--- src/rtl/round_controller.sv ---
`default_nettype none
// ============================================================================
// Module   : round_controller
// Purpose  : Match sequencer: frame-tick HP sampling, round/match FSM, win
//            counters and a debounced aimbot toggle.
// Revision : 1.0  initial release
// ============================================================================
module round_controller #(
    parameter int DEBOUNCE_CYCLES = 500000,
    parameter int END_FRAMES      = 180,
    parameter int RESET_FRAMES    = 2,
    parameter int WIN_LIMIT       = 5
) (
    input  logic       clk,
    input  logic       reset_n,
    input  logic       frame_clk,
    input  logic       toggle_btn_n,
    input  logic [9:0] hp1,
    input  logic [9:0] hp2,
    output logic       ai_on,
    output logic       round_reset,
    output logic [1:0] winner,
    output logic [3:0] wins1,
    output logic [3:0] wins2,
    output logic       match_over,
    output logic [1:0] state_dbg
);

    localparam int c_db_w     = $clog2(DEBOUNCE_CYCLES + 1);
    localparam int c_fr_max   = (END_FRAMES > RESET_FRAMES) ? END_FRAMES : RESET_FRAMES;
    localparam int c_fr_w     = $clog2(c_fr_max + 1);
    localparam logic [c_db_w-1:0] c_db_max    = c_db_w'(DEBOUNCE_CYCLES - 1);
    localparam logic [c_fr_w-1:0] c_end_last  = c_fr_w'(END_FRAMES - 1);
    localparam logic [c_fr_w-1:0] c_rst_last  = c_fr_w'(RESET_FRAMES - 1);
    localparam logic [3:0]        c_win_limit = 4'(WIN_LIMIT);

    typedef enum logic [1:0] {
        ST_PLAY        = 2'b00,
        ST_ROUND_END   = 2'b01,
        ST_RESET_ROUND = 2'b10,
        ST_MATCH_OVER  = 2'b11
    } state_t;

    logic [1:0]        r_frame_sync;
    logic              r_frame_d;
    logic              r_tick;
    logic [1:0]        r_btn_sync;
    logic              r_db_level;
    logic [c_db_w-1:0] r_db_cnt;
    logic              w_press;

    state_t            r_state, w_state_nxt;
    logic              r_armed, w_armed_nxt;
    logic              r_ai_on, w_ai_on_nxt;
    logic              r_round_reset, w_round_reset_nxt;
    logic [1:0]        r_winner, w_winner_nxt;
    logic [3:0]        r_wins1, w_wins1_nxt;
    logic [3:0]        r_wins2, w_wins2_nxt;
    logic              r_match_over, w_match_over_nxt;
    logic [c_fr_w-1:0] r_frame_cnt, w_frame_cnt_nxt;

    // Frame tick lands 3 clk after the frame_clk rise; debouncer resets to "released".
    always_ff @(posedge clk or negedge reset_n) begin
        if (!reset_n) begin
            r_frame_sync <= 2'b00;
            r_frame_d    <= 1'b0;
            r_tick       <= 1'b0;
            r_btn_sync   <= 2'b11;
            r_db_level   <= 1'b1;
            r_db_cnt     <= '0;
        end else begin
            r_frame_sync <= {r_frame_sync[0], frame_clk};
            r_frame_d    <= r_frame_sync[1];
            r_tick       <= r_frame_sync[1] & ~r_frame_d;
            r_btn_sync   <= {r_btn_sync[0], toggle_btn_n};
            if (r_btn_sync[1] == r_db_level) begin
                r_db_cnt <= '0;
            end else if (r_db_cnt == c_db_max) begin
                r_db_level <= r_btn_sync[1];
                r_db_cnt   <= '0;
            end else begin
                r_db_cnt <= r_db_cnt + c_db_w'(1);
            end
        end
    end

    // Press is the accepted 1->0 flip of the debounced level.
    assign w_press = (r_btn_sync[1] != r_db_level) && (r_db_cnt == c_db_max) && r_db_level;

    always_ff @(posedge clk or negedge reset_n) begin
        if (!reset_n) begin
            r_state       <= ST_PLAY;
            r_armed       <= 1'b0;
            r_ai_on       <= 1'b0;
            r_round_reset <= 1'b0;
            r_winner      <= 2'b00;
            r_wins1       <= 4'd0;
            r_wins2       <= 4'd0;
            r_match_over  <= 1'b0;
            r_frame_cnt   <= '0;
        end else begin
            r_state       <= w_state_nxt;
            r_armed       <= w_armed_nxt;
            r_ai_on       <= w_ai_on_nxt;
            r_round_reset <= w_round_reset_nxt;
            r_winner      <= w_winner_nxt;
            r_wins1       <= w_wins1_nxt;
            r_wins2       <= w_wins2_nxt;
            r_match_over  <= w_match_over_nxt;
            r_frame_cnt   <= w_frame_cnt_nxt;
        end
    end

    always_comb begin
        w_state_nxt       = r_state;
        w_armed_nxt       = r_armed;
        w_ai_on_nxt       = r_ai_on;
        w_round_reset_nxt = r_round_reset;
        w_winner_nxt      = r_winner;
        w_wins1_nxt       = r_wins1;
        w_wins2_nxt       = r_wins2;
        w_match_over_nxt  = r_match_over;
        w_frame_cnt_nxt   = r_frame_cnt;

        if (w_press && (r_state != ST_MATCH_OVER)) begin
            w_ai_on_nxt = ~r_ai_on;
        end

        case (r_state)
            ST_PLAY: begin
                if (r_tick) begin
                    if ((hp1 != '0) && (hp2 != '0)) begin
                        w_armed_nxt = 1'b1;
                    end else if (r_armed) begin
                        if ((hp1 == '0) && (hp2 == '0)) begin
                            w_winner_nxt = 2'b11;
                        end else if (hp1 == '0) begin
                            w_winner_nxt = 2'b10;
                            if (r_wins2 != c_win_limit) w_wins2_nxt = r_wins2 + 4'd1;
                        end else begin
                            w_winner_nxt = 2'b01;
                            if (r_wins1 != c_win_limit) w_wins1_nxt = r_wins1 + 4'd1;
                        end
                        w_state_nxt     = ST_ROUND_END;
                        w_frame_cnt_nxt = '0;
                    end
                end
            end
            ST_ROUND_END: begin
                if (r_tick) begin
                    if (r_frame_cnt == c_end_last) begin
                        w_frame_cnt_nxt = '0;
                        if ((r_wins1 == c_win_limit) || (r_wins2 == c_win_limit)) begin
                            w_state_nxt      = ST_MATCH_OVER;
                            w_match_over_nxt = 1'b1;
                        end else begin
                            w_state_nxt       = ST_RESET_ROUND;
                            w_round_reset_nxt = 1'b1;
                        end
                    end else begin
                        w_frame_cnt_nxt = r_frame_cnt + c_fr_w'(1);
                    end
                end
            end
            ST_RESET_ROUND: begin
                if (r_tick) begin
                    if (r_frame_cnt == c_rst_last) begin
                        w_frame_cnt_nxt   = '0;
                        w_round_reset_nxt = 1'b0;
                        w_winner_nxt      = 2'b00;
                        w_armed_nxt       = 1'b0;
                        w_state_nxt       = ST_PLAY;
                    end else begin
                        w_frame_cnt_nxt = r_frame_cnt + c_fr_w'(1);
                    end
                end
            end
            ST_MATCH_OVER: begin
                // A press here starts a fresh match instead of toggling the aimbot.
                if (w_press) begin
                    w_wins1_nxt       = 4'd0;
                    w_wins2_nxt       = 4'd0;
                    w_match_over_nxt  = 1'b0;
                    w_round_reset_nxt = 1'b1;
                    w_frame_cnt_nxt   = '0;
                    w_state_nxt       = ST_RESET_ROUND;
                end
            end
            default: w_state_nxt = ST_PLAY;
        endcase
    end

    assign ai_on       = r_ai_on;
    assign round_reset = r_round_reset;
    assign winner      = r_winner;
    assign wins1       = r_wins1;
    assign wins2       = r_wins2;
    assign match_over  = r_match_over;
    assign state_dbg   = r_state;

endmodule
`default_nettype wire
--- config.mk ---
export PLATFORM = sky130hd
export DESIGN_NAME = round_controller
export DESIGN_NICKNAME = d
export VERILOG_FILES = /design/src/rtl/round_controller.sv
export SDC_FILE = /design/constraint.sdc
export NUM_CORES = 1
export LEC_CHECK = 0
export ABC_AREA = 0
export BUFFER_PORTS_ARGS = -buffer_cell sky130_fd_sc_hd__buf_2
export CELL_PAD_IN_SITES_DETAIL_PLACEMENT = 1
export CELL_PAD_IN_SITES_GLOBAL_PLACEMENT = 1
export CORE_UTILIZATION = 32
export DETAILED_ROUTE_END_ITERATION = 8
export PLACE_DENSITY_LB_ADDON = 0.1
export SYNTH_ARGS = -nofsm -noshare
export SYNTH_HDL_FRONTEND = slang
export SYNTH_SLANG_ARGS = --single-unit
--- constraint.sdc ---
create_clock -name clk -period 3.35 [get_ports clk]
set_clock_uncertainty 0.15 [all_clocks]
set_input_delay 0.1675 -clock clk [delete_from_list [all_inputs] [get_ports clk]]
set_output_delay 0.1675 -clock clk [all_outputs]
set_load 0.1 [all_outputs]
# Yosys cells after proc, flatten, opt, wreduce, memory -nomap -nowiden
# Cells that the tools add are included.
dict set report word_totals {
  regBits 50
  word_cells 133
}
dict set report op_classes {
  addsub 4
  bitwise 4
  n_reduce_logical 24
  n_mux 57
  eq_ne 29
}
# operator n
set op_table {}
lappend op_table {{$mux W8} 8}
lappend op_table {{$mux W4} 13}
lappend op_table {{$mux W19} 2}
lappend op_table {{$ne A2 B2 Y1 const B} 17}
lappend op_table {{$pmux W8 S4} 1}
lappend op_table {{$mux W2} 13}
lappend op_table {{$reduce_and A8 Y1} 3}
lappend op_table {{$logic_not A10 Y1} 2}
lappend op_table {{$reduce_bool A10 Y1} 2}
lappend op_table {{$add A19 B1 Y19 const B} 1}
lappend op_table {{$eq A19 B19 Y1 const B} 1}
lappend op_table {{$pmux W4 S2} 2}
lappend op_table {{$mux W1} 13}
lappend op_table {{$reduce_and A6 Y1} 2}
lappend op_table {{$reduce_and A5 Y1} 2}
lappend op_table {{$add A4 B1 Y4 const B} 2}
lappend op_table {{$add A8 B1 Y8 const B} 1}
lappend op_table {{$eq A4 B3 Y1 const B} 2}
lappend op_table {{$eq A8 B1 Y1 const B} 1}
lappend op_table {{$eq A8 B8 Y1 const B} 1}
lappend op_table {{$ne A4 B3 Y1 const B} 2}
lappend op_table {{$pmux W2 S4} 1}
lappend op_table {{$reduce_and A7 Y1} 1}
lappend op_table {{$reduce_bool A2 Y1} 3}
lappend op_table {{14 further kinds} 22}

# Logic depth before layout (Yosys ltp)
dict set report logic_depth {
  depth_word 8
  depth_mapped 9
  ltp_nobuf 7
}

# Worst setup path after synthesis
# No wires, ideal clock.
dict set report synth_path {
  path_type {reg2reg}
  from {reg r_state[0], in the netlist state_dbg[0]}
  to {reg r_state[0], in the netlist state_dbg[0]}
  stages_incl_launch_ff 8
  n_path_buf 0
  setup_slack_ns 0.321
  required_ns 3.071
  setup_ns 0.129
  arrival_ns 2.750
  path_cell_list {dfrtp_1 -> inv_1 -> ha_1 -> nor2b_1 -> nor3b_1 -> a31oi_1 -> or3_1 -> mux2_1}
}
dict set report synth_via {
  elab_chain_cells 3
  elab_cells_between_ends 14
}
# item line_no
set synth_lines {}
lappend synth_lines {{start: declaration} 52} ;# state_t r_state, w_state_nxt;
lappend synth_lines {{start signal: assignment} 102} ;# r_state <= w_state_nxt;
lappend synth_lines {{$eq A2 B2 Y1, or another cell as far along} 129} ;# case (r_state)
lappend synth_lines {{$ne A2 B2 Y1 (no line)} n/a}
lappend synth_lines {{$reduce_and A8 Y1 (no line)} n/a}
# Several ways; a longest one is shown, not always the timed one.
# A chain may end at the register's enable or synchronous reset.

# Worst setup path in the final report
dict set report layout_path {
  from {reg r_db_cnt[14]}
  to {reg r_frame_cnt[6]}
}
dict set report layout_via {
  elab_chain_cells 5
}
# item line_no
set layout_lines {}
lappend layout_lines {{start: declaration} 49} ;# logic [c_db_w-1:0] r_db_cnt;
lappend layout_lines {{start signal: assignment} 82} ;# r_db_cnt <= r_db_cnt + c_db_w'(1);
lappend layout_lines {{$eq A19 B19 Y1} 88} ;# assign w_press = (r_btn_sync[1] != r_db_level) && (r_db_cnt == c_db_max) && r_db_level;
lappend layout_lines {{$logic_and A1 B1 Y1 (2 in series)} 88}
lappend layout_lines {{$ne A2 B2 Y1 (no line)} n/a}
lappend layout_lines {{$reduce_and A6 Y1 (no line)} n/a}
lappend layout_lines {{end signal: assignment} 110} ;# r_frame_cnt <= w_frame_cnt_nxt;
lappend layout_lines {{end: declaration} 60} ;# logic [c_fr_w-1:0] r_frame_cnt, w_frame_cnt_nxt;
# Every way passes these cells.

==> impl_metrics.env <==
export IMPL_status="finished clean"
export IMPL_finalSetupViolations=0
export IMPL_cp_required_ns=3.42
export IMPL_netSwitchingPower_w=0.000900
export IMPL_viasPerCell=5.13
export IMPL_critPathMaxStageDelay_ns=0.58
export IMPL_yosysWarnings=0
export IMPL_synth_area_leaders="dfrtp_1 (43%), ha_1 (5.5%), nor2_1 (4.6%)"
export IMPL_netlist_area_um2=2720
export IMPL_grt_max_degree=32
export IMPL_reg2reg_slack_ns=0.75
export IMPL_grt_pass1_wl_um=11000
export IMPL_fin_crit_ns=2.60
export IMPL_ys_seq_elements=50
export IMPL_drt_wl_total_um=6400
export IMPL_hp_start="r_frame_sync[0]"
export IMPL_grtUsageTotal=0.159
export IMPL_critical_path_top_delay_family="simple AND/OR/NAND/NOR gates"
export IMPL_dpl_hpwl_um=4710
export IMPL_syn_avg_cell_area_um2=9.91
export IMPL_crit_slowest_cell="or3b_1"
export IMPL_synth_edff_count=0
export IMPL_reg2reg_depth=5
export IMPL_synth_compound_area_frac=0.140
export IMPL_final_max_slew_viol_count=0
export IMPL_yosys_area_share_xor_xnor=0.0613
export IMPL_final_area_um2=3180
export IMPL_portBuffers=38
export IMPL_muxShareOfSynthArea=0.0355
export IMPL_final_nets=354
export IMPL_yosys_area_share_simple=0.215
export IMPL_post_cts_buffers=0
export IMPL_synth_ff_type="dfrtp_1"
export IMPL_regArea_um2=1250
export IMPL_cts_path_max_buffers=2
export IMPL_drv_cap=0
export IMPL_dp_cells=413
export IMPL_die_h_um=94.1
export IMPL_finalHoldViolCount=0
export IMPL_worstReg2RegEnd="r_frame_cnt[6]"
export IMPL_pin_count=39
export IMPL_cts_tree="done"
export IMPL_p_per_area_nw_per_um2=643
export IMPL_internal_power_w=0.00114
export IMPL_fmax_mhz=384
export IMPL_synth_fa_ha_area_frac=0.0553
export IMPL_path_clk_slew_ns=0.10
export IMPL_drive_above_1_share=0.191
export IMPL_dpl_cell_area_um2=3030
export IMPL_crit_type="flip-flop to flip-flop"
export IMPL_fill_cells=964
export IMPL_min_path_cells=0
export IMPL_area_growth_pct=17.1
export IMPL_synth_async_reset_ratio=1.00
export IMPL_tns_ns=0
export IMPL_ctsHtreeMaxLevel=2
export IMPL_crit_chain="or4b_1, nor4_2, a31oi_1, or3b_1, o31ai_1"
export IMPL_critPathBufInv=0
export IMPL_antenna_cells=0
export IMPL_numCtsBuffers=5
export IMPL_avgRoutedWirePerCell_um=15.1
export IMPL_vias=2173
export IMPL_post_layout_nonfiller_instances=424
export IMPL_start_util=0.331
export IMPL_insertion_delay_ns=0.31
export IMPL_worstMarginPinSlew_ns=0.706
export IMPL_irDropWorstVdd_uv=242
export IMPL_clock_sinks=50
export IMPL_p_clk_frac=0.228
export IMPL_comb_power_share=0.418
export IMPL_synth_top_cell_by_area="dfrtp_1"
export IMPL_antenna_found_initial=0
export IMPL_end_kind="flip-flop"
export IMPL_detail_route_antenna_nets=0
export IMPL_r2r_start="r_db_cnt[14]"
export IMPL_p_leak_nw=1.44
export IMPL_drtPass1Iterations=4
export IMPL_swShare=0.440
export IMPL_grt_setup_unrepaired="no"
export IMPL_ys_seq_area_frac=0.462
export IMPL_yosysUniqueCellTypes=51
export IMPL_final_common_cell="dfrtp_1"
export IMPL_first_global_vias=2134
export IMPL_critical_path_arrival_ns=2.67
export IMPL_synth_top_family_by_area="simple AND/OR/NAND/NOR gates"
export IMPL_syn_num_nets=310
export IMPL_drtIter0Drc=79
export IMPL_remaining_drc_errors=0
export IMPL_coreArea_um2=8220
export IMPL_grt_overflow_total=0
export IMPL_clockRootBuffer="clkbuf_8"
export IMPL_dieArea_um2=8860
export IMPL_final_cell_mix="dfrtp_1 (47), buf_2 (38), nor2_1 (33)"
export IMPL_max_slew_margin=0.529
export IMPL_num_rows=33
export IMPL_worstPathMaxFanout=7
export IMPL_multiInputGateArea_um2=1380
export IMPL_synthCells=274
export IMPL_netlist_area_leader_share=0.433
export IMPL_hp_class="flip-flop to flip-flop"
export IMPL_p_seq_frac=0.354
export IMPL_whs_endpoint="r_frame_sync[1]"
export IMPL_gp_congestion=0.742
export IMPL_critPathLaunchType="flip-flop"
export IMPL_finalCritPeriodShare=0.777
export IMPL_fp_dieW_um=94.1
flip-flops by register name, indices dropped and copies added (netlist names):
name          flops
r_frame_sync      2
round_reset       1
state_dbg         2
wins2             4
ai_on             1
r_db_level        1
r_frame_d         1
r_armed           1
winner            2
r_db_cnt         19
r_frame_cnt       8
r_tick            1
r_btn_sync        2
wins1             4
match_over        1
cell type report:
cell class	instances	area share
Clock buffer	6	0.0260
Clock inverter	2	0.0122
Inverter	12	0.0142
Multi-Input combinational cell	204	0.433
Sequential cell	50	0.395
Tap cell	105	0.0413
Timing Repair Buffer	45	0.0787
Yosys cell counts, types with 2 or more instances:
library cell  number
nor4_1             3
o31ai_1            9
mux2i_1            4
or2_2              2
nand4_1            4
a21oi_1            7
and3_1             8
o21ai_0           12
ha_1              12
mux2_2             4
nor2b_1            3
or3_1              2
o41ai_1            7
and4_1             4
a21o_1             4
nand2b_1           5
xor2_1            11
xnor2_1            8
o211ai_1           2
clkbuf_1           5
nand3_1           18
a31oi_1            3
nand2_1           10
dfstp_2            3
inv_1             12
nor2_1            33
nor4b_1            2
dfrtp_1           47
nor3_1             6
a21boi_0           3
worst reg2reg max path: stages (launching register included):
cell and delay [ns]:
dfrtp_1 0.42, or4b_1 0.54, nor4_2 0.25, a31oi_1 0.29, or3b_1 0.58, o31ai_1 0.28
what timing repair did:
action | CTS | global route
resized for setup | 0 | 0
hold buffers | 3 | 0
hold endpoints to repair | 29 | 0
cells by family after synthesis:
group / after synthesis
mux: 9
compound gates: 55
simple gates: 109
xor+xnor: 19
fa+ha+maj: 12
flops: 50
buf+inv: 20
power groups by stage:
stage          registers [W]  clock network [W]  logic (W)
5_1_grt             0.000736           0.000512   0.000930
3_5_place_dp        0.000738                  0   0.000859
2_1_floorplan       0.000964                  0   0.000424
3_3_place_gp        0.000734                  0   0.000850
6_report            0.000724           0.000466   0.000854
4_1_cts             0.000726           0.000482   0.000865
per-stage QoR:
step                utilization  total power (W)  hold slack, ns  worst slack [ns]
detailed placement        0.369          0.00160           0.121             0.762
finish                    0.387          0.00204           0.206             0.747
global placement          0.369          0.00158           0.123             0.854
floorplan                     -          0.00139          -0.278             0.321
global route              0.387          0.00218           0.220             0.551
CTS                       0.387          0.00207           0.211             0.726
worst max path at each step:
stage                       startpoint             end  slack [ns]  cells after the start
final                     r_db_cnt[14]  r_frame_cnt[6]        0.75                      5
after global routing      r_db_cnt[14]  r_frame_cnt[6]        0.55                      5
after CTS                 r_db_cnt[14]  r_frame_cnt[4]        0.73                      5
after detailed placement  r_db_cnt[14]  r_frame_cnt[3]        0.76                      5
after global placement    r_db_cnt[14]  r_frame_cnt[5]        0.85                      5
after floorplan           state_dbg[0]    state_dbg[0]        0.32                      7
per-layer routing:
layer,GRT usage,vias to the layer above,wire (µm)
met1,0.230,1065,3320
li1,-,1081,-
met4,0.0385,0,55
met5,0,-,0
met3,0.0299,4,132
met2,0.242,23,2900
No activity file was read; power rests on OpenSTA's default activity.
